[config.mk]
export PLATFORM = sky130hd
export DESIGN_NAME = seq_mult_hs
export DESIGN_NICKNAME = d
export VERILOG_FILES = /design/src/rtl/seq_mult_hs.sv
export SDC_FILE = /design/constraint.sdc
export NUM_CORES = 1
export LEC_CHECK = 0
export BUFFER_PORTS_ARGS = -buffer_cell sky130_fd_sc_hd__clkbuf_2
export CAP_MARGIN = 20
export CORE_ASPECT_RATIO = 0.6
export CORE_MARGIN = 10
export CORE_UTILIZATION = 55
export CTS_BUF_LIST = sky130_fd_sc_hd__clkbuf_8
export DETAILED_ROUTE_END_ITERATION = 10
export PLACE_DENSITY_LB_ADDON = 0.1
export SYNTH_ARGS = -nofsm -noshare
export SYNTH_HDL_FRONTEND = slang
export SYNTH_SLANG_ARGS = --single-unit
[constraint.sdc]
create_clock -name clk -period 5.5 [get_ports clk]
set_clock_uncertainty 0.15 [all_clocks]
set_input_delay 0.275 -clock clk [delete_from_list [all_inputs] [get_ports clk]]
set_output_delay 0.275 -clock clk [all_outputs]
set_load 0.01 [all_outputs]
[src/rtl/seq_mult_hs.sv]
// seq_mult_hs: iterative shift-and-add multiplier with valid/ready handshakes.
// Adds one partial product per clock, so a product takes WIDTH cycles.
// Signed operands are multiplied as magnitudes and the result sign is fixed
// up when the product is registered.
module seq_mult_hs #(
    parameter int WIDTH = 8,
    parameter int CNT_W = $clog2(WIDTH + 1)
) (
    input  logic                 clk,
    input  logic                 rst,
    input  logic                 in_valid,
    output logic                 in_ready,
    input  logic [WIDTH-1:0]     a,
    input  logic [WIDTH-1:0]     b,
    input  logic                 signed_mode,
    output logic                 out_valid,
    input  logic                 out_ready,
    output logic [2*WIDTH-1:0]   p,
    output logic                 busy
);

    typedef enum logic [1:0] {
        IDLE = 2'd0,
        CALC = 2'd1,
        DONE = 2'd2
    } state_t;

    localparam logic [CNT_W-1:0]   LAST_CNT = CNT_W'(WIDTH - 1);
    localparam logic [CNT_W-1:0]   CNT_ONE  = CNT_W'(1);
    localparam logic [WIDTH-1:0]   OP_ONE   = WIDTH'(1);

    state_t               state;
    state_t               state_next;

    logic [WIDTH-1:0]     mcand;
    logic [WIDTH-1:0]     mplier;
    logic [2*WIDTH-1:0]   acc;
    logic [CNT_W-1:0]     cnt;
    logic                 neg;

    logic [WIDTH-1:0]     a_mag;
    logic [WIDTH-1:0]     b_mag;
    logic [2*WIDTH-1:0]   addend;
    logic [2*WIDTH-1:0]   acc_next;
    logic                 last_iter;
    logic                 accept;
    logic                 handoff;

    // Operand magnitudes and the running partial-product sum.
    always_comb begin
        // NOTE: every signal driven here gets a value on every path, so no latch is inferred.
        a_mag     = a;
        b_mag     = b;
        if (signed_mode && a[WIDTH-1]) a_mag = ~a + OP_ONE;
        if (signed_mode && b[WIDTH-1]) b_mag = ~b + OP_ONE;
        // The most negative value maps to 2^(WIDTH-1), which still fits unsigned.
        addend    = mplier[0] ? ({{WIDTH{1'b0}}, mcand} << cnt) : '0;
        acc_next  = acc + addend;
        last_iter = (cnt == LAST_CNT);
        accept    = in_valid && in_ready;
        handoff   = out_valid && out_ready;
    end

    // State register; reset wins over any handshake in the same cycle.
    always_ff @(posedge clk) begin
        // NOTE: sequential state uses non-blocking assignments so all flops update together.
        if (rst) state <= IDLE;
        else     state <= state_next;
    end

    // Next-state logic.
    always_comb begin
        state_next = state;
        unique case (state)
            IDLE:    if (accept)    state_next = CALC;
            CALC:    if (last_iter) state_next = DONE;
            DONE:    if (handoff)   state_next = IDLE;
            default:                state_next = IDLE;
        endcase
    end

    // Handshake and status outputs decoded from state.
    always_comb begin
        in_ready  = 1'b0;
        out_valid = 1'b0;
        busy      = 1'b0;
        unique case (state)
            IDLE:    in_ready  = 1'b1;
            CALC:    busy      = 1'b1;
            DONE: begin
                out_valid = 1'b1;
                busy      = 1'b1;
            end
            default: in_ready  = 1'b0;
        endcase
    end

    // Datapath: capture operands, iterate, and register the signed-corrected product.
    always_ff @(posedge clk) begin
        if (rst) begin
            mcand  <= '0;
            mplier <= '0;
            acc    <= '0;
            cnt    <= '0;
            neg    <= 1'b0;
            p      <= '0;
        end else begin
            unique case (state)
                IDLE: begin
                    if (accept) begin
                        mcand  <= a_mag;
                        mplier <= b_mag;
                        neg    <= signed_mode & (a[WIDTH-1] ^ b[WIDTH-1]);
                        acc    <= '0;
                        cnt    <= '0;
                    end
                end
                CALC: begin
                    acc    <= acc_next;
                    mplier <= mplier >> 1;
                    cnt    <= cnt + CNT_ONE;
                    // Negating a zero magnitude gives zero, so there is no negative zero.
                    if (last_iter) p <= neg ? -acc_next : acc_next;
                end
                default: ;
            endcase
        end
    end

endmodule

==> results.sh, run 1 <==
export IMPL_die_area_mm2=0.0110
export IMPL_synth_edf_count=0
export IMPL_final_cells=610
export IMPL_grt_pass1_wl_mm=17.5
export IMPL_path_buf_inv=0
export IMPL_setup_viol=0
export IMPL_start_util_pct=57.7
export IMPL_fin_crit_ps=4680
export IMPL_drtIter0Drc=393
export IMPL_holdWs_ps=45.0
export IMPL_slowest_stage="dfxtp_1"
export IMPL_path_max_fanout=18
export IMPL_antenna_found_initial=0
export IMPL_cts_resized=0
export IMPL_vdd_drop_max_uv=210
export IMPL_clock_latency_ps=330
export IMPL_grt_setup_unrepaired="false"
export IMPL_r2r_slack_ps=820
export IMPL_slowest_delay_ps=760
export IMPL_ys_flop_type="dfxtp_1"
export IMPL_ys_ff_latch=55
export IMPL_antenna_cells=0
export IMPL_worstSetupEndpointType="register"
export IMPL_seq_area_frac_synth_pct=28.0
export IMPL_yosysUniqueCellTypes=66
export IMPL_finalWirelength_mm=10.5
export IMPL_place_inst=601
export IMPL_crit_arrival_ps=4740
export IMPL_cts_hold_fix_buffers=0
export IMPL_final_cell_mix="69 x nor2_1, 55 x dfxtp_1, 41 x nand2_1, 39 x clkbuf_2, 28 x a21oi_1"
export IMPL_synthesis_nets=546
export IMPL_worstHoldStart="a[0]"
export IMPL_p_leak_nw=1.70
export IMPL_holdPathStages=3
export IMPL_clk_pin_slew_ps=110
export IMPL_cts_tree="built"
export IMPL_r2r_cells=15
export IMPL_hold_path_endpoint="mcand[0]"
export IMPL_io_pins=40
export IMPL_netlist_instances=502
export IMPL_hold_viol_final=0
export IMPL_avgSynthCellArea_um2=7.83
export IMPL_worst_slew_pin_slew_ps=926
export IMPL_overflow=0
export IMPL_critPathTopFamily="compound AO/OA/AOI/OAI gates"
export IMPL_numCtsBuffers=5
export IMPL_yosys_warnings=0
export IMPL_cts_setup_buffers=0
export IMPL_cts_sinks=55
export IMPL_rr_endpoint="p[15]"
export IMPL_fin_crit_sh_pct=85.2
export IMPL_hold_path_class="in2reg"
export IMPL_slew_violations=0
export IMPL_worstPathRequired_ps=5560
export IMPL_syn_area_mm2=0.00393
export IMPL_final_core_util_pct=62.6
export IMPL_wl_per_cell_um=17.2
export IMPL_nets=566
export IMPL_syn2layout_area_growth_pct=8.56
export IMPL_cts_root_buffer="clkbuf_8"
export IMPL_grt_pass1_vias=3366
export IMPL_core_area_mm2=0.00682
export IMPL_die_h_um=85.5
export IMPL_rows=23
export IMPL_cts_buffer_depth=2
export IMPL_crit_cells=15
export IMPL_ant_nets=0
export IMPL_p_per_area_mw_per_mm2=229
export IMPL_max_cap_violations=0
export IMPL_synth_async_sr_flop_share_pct=0
export IMPL_grtUsageTotal_pct=19.4
export IMPL_place_port_buffers=39
export IMPL_crit_top_cell="o21ai_0"
export IMPL_dr_total_vias=3767
export IMPL_drt_vias_per_instance=6.18
export IMPL_finalSetupTns_ps=0
export IMPL_htree_num_levels=2
export IMPL_drive_gt1_share_pct=12.6
export IMPL_dpl_hpwl_mm=7.86
export IMPL_maxSlewHeadroom_pct=38.3
export IMPL_rr_startpoint="cnt[1]"
export IMPL_fp_dieW_um=129
export IMPL_mostFrequentLayoutCell="nor2_1"
export IMPL_cp_start_kind="register"
export IMPL_critical_path_cell_chain="mux2_2 -> nand2_1 -> o21ai_0 -> o21ai_0 -> o22ai_1 -> and2_1 -> ha_1 -> nand3_1 -> nor2_1 -> a21boi_1 -> o22a_1 -> xnor2_1 -> or4_1 -> o311ai_0 -> o211ai_1"
export IMPL_grt_start_max_net_pins=59
export IMPL_route_detailed_drc=0
export IMPL_outcome="complete, no violations"
export IMPL_globalplace_congestion=0.946
export IMPL_max_freq_mhz=213
export IMPL_crit_type="reg2reg"
export IMPL_dr_pass1_iters=5
-- area by class of cell --
type | instances | area (um2)
clock buffer | 5 | 68.8
clock inverter | 3 | 42.5
fill | 608 | 2550
inverter | 20 | 75.1
multi-input combinational | 398 | 2640
sequential | 55 | 1100
tap | 87 | 109
timing repair buffer | 42 | 230
-- flip-flops by register name (all words and copies together), names as in the netlist --
| signal | flops |
|---|---|
| acc | 16 |
| mplier | 8 |
| neg | 1 |
| cnt | 4 |
| state | 2 |
| mcand | 8 |
| p | 16 |
-- power breakdown --
| part | switching (W) | internal (W) |
|---|---|---|
| clock | 0.000148 | 0.000136 |
| combinational | 0.000157 | 0.0000917 |
| sequential | 0.0000269 | 0.000418 |
-- worst max-delay path by stage --
stage / start / endpoint
6_report: cnt[1] / p[15]
5_1_grt: cnt[1] / p[15]
4_1_cts: cnt[1] / p[15]
3_5_place_dp: cnt[1] / p[15]
3_3_place_gp: cnt[1] / p[15]
2_1_floorplan: cnt[1] / p[15]
-- per-layer routing --
| layer | vias up | wire length, um | share of wire [%] | global-route usage, % |
|---|---|---|---|---|
| li1 | 1862 | - | - | - |
| met1 | 1754 | 5620 | 54 | 30.3 |
| met2 | 141 | 4010 | 38 | 25.2 |
| met3 | 10 | 761 | 7.2 | 4.43 |
| met4 | 0 | 109 | 1.0 | 5.04 |
| met5 | - | 0 | 0 | 0 |
-- worst min-delay path: cells and delay by family --
family          cells  cell delay [ps]
buf+inv             1              100
simple gates        1               60
compound gates      1               50
-- cells in the mapped netlist, types with 6 or more instances --
master,n,area [um2]
nor2_1,69,259
dfxtp_1,55,1100
nand2_1,41,154
a21oi_1,29,145
clkbuf_1,24,90.1
o21ai_0,23,115
ha_1,22,275
inv_1,20,75.1
nand3_1,19,95.1
a211oi_1,18,135
xor2_1,18,158
xnor2_1,17,149
a22oi_1,16,120
nor2b_1,10,62.6
and2_1,8,50.1
or3_1,8,50.1
mux2i_1,7,70.1
a222oi_1,6,60.1
mux2_2,6,67.6
nor3_1,6,30.0
-- stage by stage --
stage                     instance area (um2)  total power (W)  setup slack [ps]
after detailed placement                 4140         0.000695               893
after global placement                   4140         0.000691              1080
after global routing                     4270          0.00103               363
after CTS                                4250         0.000974               894
after floorplan                          3930         0.000630              1270
final                                    4270         0.000977               815
-- logic make-up after synthesis --
kind of cell / Yosys count / synth area share [%]
AOI/OAI and AO/OA: 139 / 24.6
buffers and inverters: 49 / 4.90
and+or+nand+nor: 186 / 22.6
muxes: 15 / 4.65
xor gates and xnor gates: 35 / 7.79
DFF: 55 / 28.0
adders and majority gates: 23 / 7.51
(Power assumes the default switching activity.)
==> run 2: changes to the inputs <==
BUFFER_PORTS_ARGS = -buffer_cell sky130_fd_sc_hd__buf_2   (was -buffer_cell sky130_fd_sc_hd__clkbuf_2)
CELL_PAD_IN_SITES_DETAIL_PLACEMENT = 1   (was default)
CELL_PAD_IN_SITES_GLOBAL_PLACEMENT = 2   (was default)
CORE_UTILIZATION = 36   (was 55)
==> run 2 against run 1 <==
  * Flip-flop and latch count unchanged
  * Core utilization down 22 points
  * Register-to-register slack got worse by 70 ps
  * Sequential power about the same
  * Critical path type unchanged
  * Critical endpoint unchanged
  * Largest cell class unchanged
==> results.sh, run 2 (same netlist as run 1, synthesis figures left out) <==
export IMPL_ant_nets=0
export IMPL_dr_total_vias=3775
export IMPL_htree_num_levels=2
export IMPL_nets=567
export IMPL_cp_start_kind="register"
export IMPL_die_h_um=101
export IMPL_place_port_buffers=39
export IMPL_cts_setup_buffers=0
export IMPL_cts_root_buffer="clkbuf_8"
export IMPL_max_freq_mhz=210
export IMPL_finalSetupTns_ps=0
export IMPL_antenna_cells=0
export IMPL_wl_per_cell_um=19.0
export IMPL_core_area_mm2=0.0106
export IMPL_crit_arrival_ps=4870
export IMPL_grt_pass1_vias=3674
export IMPL_globalplace_congestion=0.850
export IMPL_clk_pin_slew_ps=110
export IMPL_nFillCells=1322
export IMPL_io_pins=40
export IMPL_hold_viol_final=0
export IMPL_dpl_hpwl_mm=9.46
export IMPL_path_max_fanout=18
export IMPL_clock_latency_ps=330
export IMPL_worstPathRequired_ps=5620
export IMPL_drtIter0Drc=292
export IMPL_setup_viol=0
export IMPL_final_core_util_pct=40.9
export IMPL_slew_violations=0
export IMPL_worstSetupEndpointType="register"
export IMPL_rows=29
export IMPL_post_place_ws_ps=869
export IMPL_p_leak_nw=1.71
export IMPL_fin_crit_ps=4750
export IMPL_die_area_mm2=0.0156
export IMPL_largest_registers="acc: 16 flops, p: 16 flops"
export IMPL_cts_tree="built"
export IMPL_place_inst=653
export IMPL_grt_start_max_net_pins=59
export IMPL_final_cells=662
export IMPL_grt_setup_unrepaired="false"
export IMPL_vdd_drop_max_uv=106
export IMPL_route_detailed_drc=0
export IMPL_cts_sinks=55
export IMPL_grt_pass1_wl_mm=20.4
export IMPL_overflow=0
export IMPL_cts_resized=0
export IMPL_cts_hold_fix_buffers=0
export IMPL_dr_pass1_iters=5
export IMPL_fp_dieW_um=155
export IMPL_worst_slew_pin_slew_ps=1040
export IMPL_crit_type="reg2reg"
export IMPL_numCtsBuffers=5
export IMPL_cts_buffer_depth=2
export IMPL_fin_crit_sh_pct=86.5
export IMPL_drive_gt1_share_pct=13.0
export IMPL_start_util_pct=37.0
export IMPL_worst_slack_ps=745
export IMPL_mostFrequentLayoutCell="nor2_1"
export IMPL_finalWirelength_mm=12.6
export IMPL_hold_path_class="in2reg"
export IMPL_drt_vias_per_instance=5.70
export IMPL_outcome="complete, no violations"
export IMPL_final_cell_mix="68 x nor2_1, 55 x dfxtp_1, 41 x nand2_1, 39 x buf_2, 28 x a21oi_1"
export IMPL_p_per_area_mw_per_mm2=230
export IMPL_grtUsageTotal_pct=16.0
export IMPL_max_cap_violations=0
export IMPL_antenna_found_initial=0
export IMPL_syn2layout_area_growth_pct=10.6
export IMPL_maxSlewHeadroom_pct=30.5
[run 2: changes by cell type in the layout (fill, tap and decap cells not counted)]
cell      previous run  this run
buf_2                0        39
buf_8                0         1
inv_6                1         0
inv_1               21        20
nor2_1              69        68
clkbuf_2            39         0
inv_8                0         1
nor2_2               0         1
[run 2: final cells by class]
cell class	count	area [um2]	share of cell area, %
clock buffer	5	68.8	1.58
clock inverter	2	41.3	0.949
inverter	20	75.1	1.73
multi-input combinational	398	2650	60.8
sequential	55	1100	25.3
tap	139	174	4.00
timing repair buffer	43	245	5.64
[run 2: report_power, final]
part | switching, W | internal [W] | leakage [nW]
logic | 0.000170 | 0.0000934 | 1.21
clock network | 0.000156 | 0.000137 | 0.0561
registers | 0.0000280 | 0.000418 | 0.446
total | 0.000353 | 0.000648 | 1.71
[run 2: worst paths after layout]
kind | end | slack, ps | startpoint | cells after the start
setup / recovery | p[15] | 750 | cnt[1] | 15
hold / removal | mcand[0] | 50 | a[0] | 3
setup reg to reg | p[15] | 750 | cnt[1] | 15
hold reg to reg | p[7] | 320 | p[7] | 2
[run 2: metrics by stage]
step           area, um2  total power [W]  hold slack (ps)
2_1_floorplan       3930         0.000630              261
3_3_place_gp        4210         0.000708              288
3_5_place_dp        4210         0.000714              305
4_1_cts             4320          0.00101             49.9
5_1_grt             4350          0.00105             87.0
6_report            4350          0.00100             54.6
[run 2: routing by layer]
metal	wire, um	track usage (%)	up-vias	share of wire (%)
li1	-	-	1857	-
met1	7200	25.5	1853	57
met2	4770	21.1	59	38
met3	496	2.73	6	4.0
met4	87	2.89	0	0.69
met5	0	0	-	0
[run 2: critical path, cell delays in order, from the launching register on]
cell      delay (ps)
dfxtp_1          760
mux2_2           420
nand2_1           60
o21ai_0          200
o21ai_0          270
o22ai_1          120
and2_1           210
ha_1             350
o21ai_0          140
o21bai_1         150
or3_1            330
o22a_1           190
xnor2_1          260
or4_1            580
or3_1            330
o211ai_1         170
